<file path="src/rtl/regfile_scoreboard_if.sv">
// Decode/writeback-side bundle of the register file: write port, issue port,
// two read ports with hazard flags, pending counter and error flag.
interface regfile_scoreboard_if #(
    parameter int XLEN  = 32,
    parameter int NREGS = 32
);
    localparam int ADDR_W = $clog2(NREGS);

    logic              WR_EN;
    logic [1:0]        WR_MODE;
    logic [ADDR_W-1:0] write_select;
    logic [XLEN-1:0]   data_in;
    logic              ISSUE_EN;
    logic [ADDR_W-1:0] issue_select;
    logic [ADDR_W-1:0] reg_1_select;
    logic [ADDR_W-1:0] reg_2_select;
    logic [XLEN-1:0]   reg_1;
    logic [XLEN-1:0]   reg_2;
    logic              reg_1_busy;
    logic              reg_2_busy;
    logic [ADDR_W:0]   pending_count;
    logic              ERR;
    logic              ERR_CLR;

    modport master (
        output WR_EN, WR_MODE, write_select, data_in,
        output ISSUE_EN, issue_select, reg_1_select, reg_2_select, ERR_CLR,
        input  reg_1, reg_2, reg_1_busy, reg_2_busy, pending_count, ERR
    );

    modport slave (
        input  WR_EN, WR_MODE, write_select, data_in,
        input  ISSUE_EN, issue_select, reg_1_select, reg_2_select, ERR_CLR,
        output reg_1, reg_2, reg_1_busy, reg_2_busy, pending_count, ERR
    );
endinterface

</file>
<file path="src/rtl/regfile_scoreboard.sv">
// Integer register file with write-to-read bypass, per-register pending-write
// scoreboard, registered pending counter and sticky illegal-write flag.
module regfile_scoreboard #(
    parameter int XLEN     = 32,
    parameter int NREGS    = 32,
    parameter bit ZERO_REG = 1'b1
) (
    input  logic                 clock,
    input  logic                 RESET_N,
    regfile_scoreboard_if.slave  bus
);
    localparam int ADDR_W = $clog2(NREGS);

    logic [XLEN-1:0]   regs_q [NREGS];
    logic [NREGS-1:0]  busy_q, busy_d;
    logic [ADDR_W:0]   count_q, count_d;
    logic              err_q, err_d;

    logic              wr_legal;
    logic              wr_illegal;
    logic              wv;
    logic [XLEN-1:0]   wval;
    logic              hit_1, hit_2;
    logic              zero_1, zero_2;

    // Gating with RESET_N keeps the bypass path from leaking data while in reset.
    always_comb begin
        wr_legal   = bus.WR_EN && (bus.WR_MODE != 2'b11);
        wr_illegal = bus.WR_EN && (bus.WR_MODE == 2'b11);
        wv         = RESET_N && wr_legal &&
                     !(ZERO_REG && (bus.write_select == '0));
        case (bus.WR_MODE)
            2'b00:   wval = bus.data_in;
            2'b01:   wval = {{(XLEN-1){1'b0}}, 1'b1};
            default: wval = '0;
        endcase
    end

    always_comb begin
        hit_1  = wv && (bus.write_select == bus.reg_1_select);
        hit_2  = wv && (bus.write_select == bus.reg_2_select);
        zero_1 = ZERO_REG && (bus.reg_1_select == '0);
        zero_2 = ZERO_REG && (bus.reg_2_select == '0);

        bus.reg_1 = regs_q[bus.reg_1_select];
        if (hit_1)  bus.reg_1 = wval;
        if (zero_1) bus.reg_1 = '0;

        bus.reg_2 = regs_q[bus.reg_2_select];
        if (hit_2)  bus.reg_2 = wval;
        if (zero_2) bus.reg_2 = '0;

        bus.reg_1_busy = busy_q[bus.reg_1_select] && !hit_1;
        bus.reg_2_busy = busy_q[bus.reg_2_select] && !hit_2;
    end

    // Issue is applied after writeback so a same-index collision stays busy.
    always_comb begin
        busy_d = busy_q;
        if (wr_legal)
            busy_d[bus.write_select] = 1'b0;
        if (bus.ISSUE_EN && !(ZERO_REG && (bus.issue_select == '0)))
            busy_d[bus.issue_select] = 1'b1;

        count_d = '0;
        for (int i = 0; i < NREGS; i++)
            count_d = count_d + {{ADDR_W{1'b0}}, busy_d[i]};

        err_d = err_q;
        if (bus.ERR_CLR) err_d = 1'b0;
        if (wr_illegal)  err_d = 1'b1;
    end

    always_ff @(posedge clock or negedge RESET_N) begin
        if (!RESET_N) begin
            for (int i = 0; i < NREGS; i++)
                regs_q[i] <= '0;
        end else if (wv) begin
            regs_q[bus.write_select] <= wval;
        end
    end

    always_ff @(posedge clock or negedge RESET_N) begin
        if (!RESET_N) begin
            busy_q  <= '0;
            count_q <= '0;
            err_q   <= 1'b0;
        end else begin
            busy_q  <= busy_d;
            count_q <= count_d;
            err_q   <= err_d;
        end
    end

    assign bus.pending_count = count_q;
    assign bus.ERR           = err_q;

endmodule

</file>
<file path="src/flat_wrapper.sv">
// flat-port wrapper written by rule: the top's interface ports become plain ports
module regfile_scoreboard_flat 
#(
    parameter int XLEN     = 32,
    parameter int NREGS    = 32,
    parameter bit ZERO_REG = 1'b1
)
  (clock, RESET_N, bus_WR_EN, bus_WR_MODE, bus_write_select, bus_data_in, bus_ISSUE_EN, bus_issue_select, bus_reg_1_select, bus_reg_2_select, bus_ERR_CLR, bus_reg_1, bus_reg_2, bus_reg_1_busy, bus_reg_2_busy, bus_pending_count, bus_ERR);
  regfile_scoreboard_if #(.XLEN(XLEN), .NREGS(NREGS)) bus_i ();
  input  logic clock;
  input  logic RESET_N;
  input wire logic [$bits(bus_i.WR_EN)-1:0] bus_WR_EN;
  input wire logic [$bits(bus_i.WR_MODE)-1:0] bus_WR_MODE;
  input wire logic [$bits(bus_i.write_select)-1:0] bus_write_select;
  input wire logic [$bits(bus_i.data_in)-1:0] bus_data_in;
  input wire logic [$bits(bus_i.ISSUE_EN)-1:0] bus_ISSUE_EN;
  input wire logic [$bits(bus_i.issue_select)-1:0] bus_issue_select;
  input wire logic [$bits(bus_i.reg_1_select)-1:0] bus_reg_1_select;
  input wire logic [$bits(bus_i.reg_2_select)-1:0] bus_reg_2_select;
  input wire logic [$bits(bus_i.ERR_CLR)-1:0] bus_ERR_CLR;
  output wire logic [$bits(bus_i.reg_1)-1:0] bus_reg_1;
  output wire logic [$bits(bus_i.reg_2)-1:0] bus_reg_2;
  output wire logic [$bits(bus_i.reg_1_busy)-1:0] bus_reg_1_busy;
  output wire logic [$bits(bus_i.reg_2_busy)-1:0] bus_reg_2_busy;
  output wire logic [$bits(bus_i.pending_count)-1:0] bus_pending_count;
  output wire logic [$bits(bus_i.ERR)-1:0] bus_ERR;
  assign bus_i.WR_EN = bus_WR_EN;
  assign bus_i.WR_MODE = bus_WR_MODE;
  assign bus_i.write_select = bus_write_select;
  assign bus_i.data_in = bus_data_in;
  assign bus_i.ISSUE_EN = bus_ISSUE_EN;
  assign bus_i.issue_select = bus_issue_select;
  assign bus_i.reg_1_select = bus_reg_1_select;
  assign bus_i.reg_2_select = bus_reg_2_select;
  assign bus_i.ERR_CLR = bus_ERR_CLR;
  assign bus_reg_1 = bus_i.reg_1;
  assign bus_reg_2 = bus_i.reg_2;
  assign bus_reg_1_busy = bus_i.reg_1_busy;
  assign bus_reg_2_busy = bus_i.reg_2_busy;
  assign bus_pending_count = bus_i.pending_count;
  assign bus_ERR = bus_i.ERR;
  regfile_scoreboard #(.XLEN(XLEN), .NREGS(NREGS), .ZERO_REG(ZERO_REG)) u_core (.clock(clock), .RESET_N(RESET_N), .bus(bus_i));
endmodule
</file>
<file path="config.mk">
export PLATFORM = sky130hd
export DESIGN_NAME = regfile_scoreboard_flat
export DESIGN_NICKNAME = d
export VERILOG_FILES = /design/src/rtl/regfile_scoreboard_if.sv /design/src/rtl/regfile_scoreboard.sv /design/src/flat_wrapper.sv
export SDC_FILE = /design/constraint.sdc
export NUM_CORES = 2
export LEC_CHECK = 0
export BUFFER_PORTS_ARGS = -buffer_cell sky130_fd_sc_hd__buf_4
export CAP_MARGIN = 20
export CORE_MARGIN = 2
export CORE_UTILIZATION = 62
export CTS_CLUSTER_SIZE = 24
export DETAILED_ROUTE_END_ITERATION = 16
export PLACE_DENSITY_LB_ADDON = 0.12
export SETUP_SLACK_MARGIN = 0.02
export SYNTH_ARGS = -nofsm -noshare
export SYNTH_HDL_FRONTEND = slang
export SYNTH_SLANG_ARGS = --single-unit
</file>
<file path="constraint.sdc">
create_clock -name clock -period 7.3 [get_ports clock]
set_clock_uncertainty 0.05 [all_clocks]
set_input_delay 2.19 -clock clock [delete_from_list [all_inputs] [get_ports clock]]
set_output_delay 2.19 -clock clock [all_outputs]
set_load 0.05 [all_outputs]
</file>
==> out/results.txt <==
CP Max Fanout: 19
FF+latch count, synth: 1063
Hold path start: u_core.regs_q[999]$_DFFE_PN0P_
Routed wl met2: 84900 µm
Post-synth EDFFs: 0
Die ar.: 93200 µm²
Asr flop ratio synth: 100%
Max_slew headroom: 20.8%
Synth cell types: 58
IO buf count: 131
WL met1: 73100 µm
Status: completed
Commonest non-fill, non-tap cell in the layout: nand2_1
RSZ-0062 raised after global routing: false
Placed Cells: 6362
Initial antenna violation count: 7
Starting density of the core: 62.5%
Slew Viols, Final: 0
Post-Synthesis Cells: 5335
Worst-Skew Late Latency: 0.71 ns
Grt ovf: 0
H-tree depth: 3
Clock Path Buffers: 3
Dpl ws: -0.316 ns
Post-DRT Antenna Nets: 0
GP Congestion: 0.931
IO Pins: 132
Overall power: 16.8 mW
P_leak: 27.6 nW
Total GRT Usage: 41.8%
Vias per inst: 6.97
CTS tree: built
Share of cells above drive strength 1: 22.8%
Finish-stage setup viols: 0
Startpoint Class: input port
Total CTS buffers: 113
Synthesized cell area: 56300 µm²
Hold buffers post-CTS: 0
1st-iter DRT viols: 6226
DP HPWL: 116000 µm
Pin count of the biggest net entering global routing: 181
Final non-filler cell total: 6582
Core region area: 90000 µm²
Post-CTS resize count: 0
WP data required: 5.06 ns
Die Ht: 305 µm
Filler cells: 6602
Nets: 5401
Measured slew at the worst slew-check pin: 1.19 ns
WL/cell: 29.2 µm
Post-CTS setup buffer count: 0
Max Fclk: 139 MHz
Vias in the first global route: 44493
Origin of the critical flop-to-flop path: u_core.busy_q[0]$_DFF_PN0_
Ys flop type: dfrtp_1
Cell Rows: 110
Avg Inst Size Synth: 10.6 µm²
Final hold violation count: 0
Sequential-to-total area share from yosys stat: 47.2%
Most frequent cells in the layout: 1117 x nand2_1, 1095 x o21ai_0, 1063 x dfrtp_1
DRC Markers: 0
Tightest Hold Check Type: reg2reg
Post-Route WL: 192000 µm
PnR worst setup slack: 0.106 ns
Max-cap violations: 0
Area Growth Syn to Fin: 13.3%
Vias: 45890
Period utilization: 98.5%
Sinks on Clock Net: 1063
Worst EP arrival: 4.95 ns
Top sig layer: met5
Syn nets: 5426
CTS root buffer: clkbuf_16
Ys Warns: 0
Pwr Density: 264 nW/µm²
Die Width: 305 µm
CP Capture Type: primary output
Tmin final: 7.19 ns
Crit path from: bus_reg_1_select[1]
Setup CP Type: in2out
Worst-path clk slew: 0.06 ns
Drt pass-1 iters: 6
VDD IR max: 1.91 mV
First-pass GRT wire length: 289000 µm
Met3 wire length: 24500 µm
per-stage QoR:
| stage | TNS, ns | hold slack [ns] | instance area [µm²] | util, % |
|---|---|---|---|---|
| finish | 0 | 0.347 | 63800 | 70.9 |
| global route | 0 | 0.361 | 63800 | 70.9 |
| CTS | 0 | 0.347 | 63500 | 70.6 |
| detailed placement | -0.952 | 0.332 | 59600 | 66.2 |
| global placement | -0.884 | 0.329 | 59500 | 66.2 |
| floorplan | -0.0757 | 0.388 | 56400 | - |
worst paths after layout:
kind / endpoint / slack (ns) / cells past startpoint
worst min register to register: u_core.regs_q[999]$_DFFE_PN0P_ / 0.35 / 0
worst max-delay path: bus_reg_1[24] / 0.11 / 8
min in group asynchronous: u_core.regs_q[914]$_DFFE_PN0P_ / 1.25 / 1
worst min-delay path: u_core.regs_q[999]$_DFFE_PN0P_ / 0.35 / 0
max in group asynchronous: u_core.regs_q[924]$_DFFE_PN0P_ / 2.33 / 5
worst max register to register: u_core.bus.pending_count[4]$_DFF_PN0_ / 2.09 / 19
power breakdown:
part / switching, mW / internal, mW / leakage, nW
registers: 0.216 / 6.22 / 14.7
clock network: 2.50 / 3.63 / 1.95
logic: 2.33 / 1.91 / 11.0
total: 5.05 / 11.8 / 27.6
worst max-delay path, cell delays in order:
cell	delay, ns
clkbuf_8	0.26
or3_1	0.63
buf_4	0.31
o22ai_1	0.09
a2111oi_0	0.68
a211oi_1	0.10
a21oi_1	0.39
buf_4	0.28
registers in the layout, summed over array words and instances (netlist names):
signal                    count
u_core.bus.ERR                1
u_core.bus.pending_count      6
u_core.busy_q                32
u_core.regs_q              1024
synth_stat cells (32+ instances only):
| master | number | area share (%) |
|---|---|---|
| mux2_2 | 143 | 2.9 |
| a211oi_1 | 32 | 0.43 |
| a21oi_1 | 88 | 0.78 |
| clkbuf_1 | 426 | 2.8 |
| mux2i_1 | 162 | 2.9 |
| inv_1 | 63 | 0.42 |
| nor2_1 | 101 | 0.67 |
| buf_2 | 95 | 0.84 |
| mux4_2 | 403 | 16 |
| a22oi_1 | 54 | 0.72 |
| nand2_1 | 1118 | 7.5 |
| o21ai_0 | 1097 | 9.8 |
| o22ai_1 | 83 | 0.92 |
| a22o_1 | 34 | 0.53 |
| dfrtp_1 | 1063 | 47 |
cells by family (layout without fill, tap and decap cells):
family,count (synthesis),count (layout),share of synthesized area (%)
xor+xnor,13,13,0.202
simple gates,1377,1377,9.92
other cells,0,2,0
buf+inv,627,696,4.64
fa+ha+maj,32,32,1.03
flops,1063,1063,47.2
mux,708,708,21.9
compound gates,1515,1515,15.1
area by class of cell:
class	instances	area [µm²]	area share, %
Sequential cell	1063	26600	41.7
Timing Repair Buffer	424	4000	6.27
Inverter	63	236	0.371
Multi-Input combinational cell	3645	27500	43.1
Clock buffer	161	3380	5.30
Clock inverter	48	582	0.912
Tap cell	1176	1470	2.31
Antenna cell	2	5.00	0.00785
per-layer routing:
metal	vias to the layer above	global-route usage, %
li1	19204	-
met1	22968	58.9
met2	3068	61.2
met3	636	12.0
met4	14	18.1
met5	-	0
No activity file was read; power rests on OpenSTA's default activity.
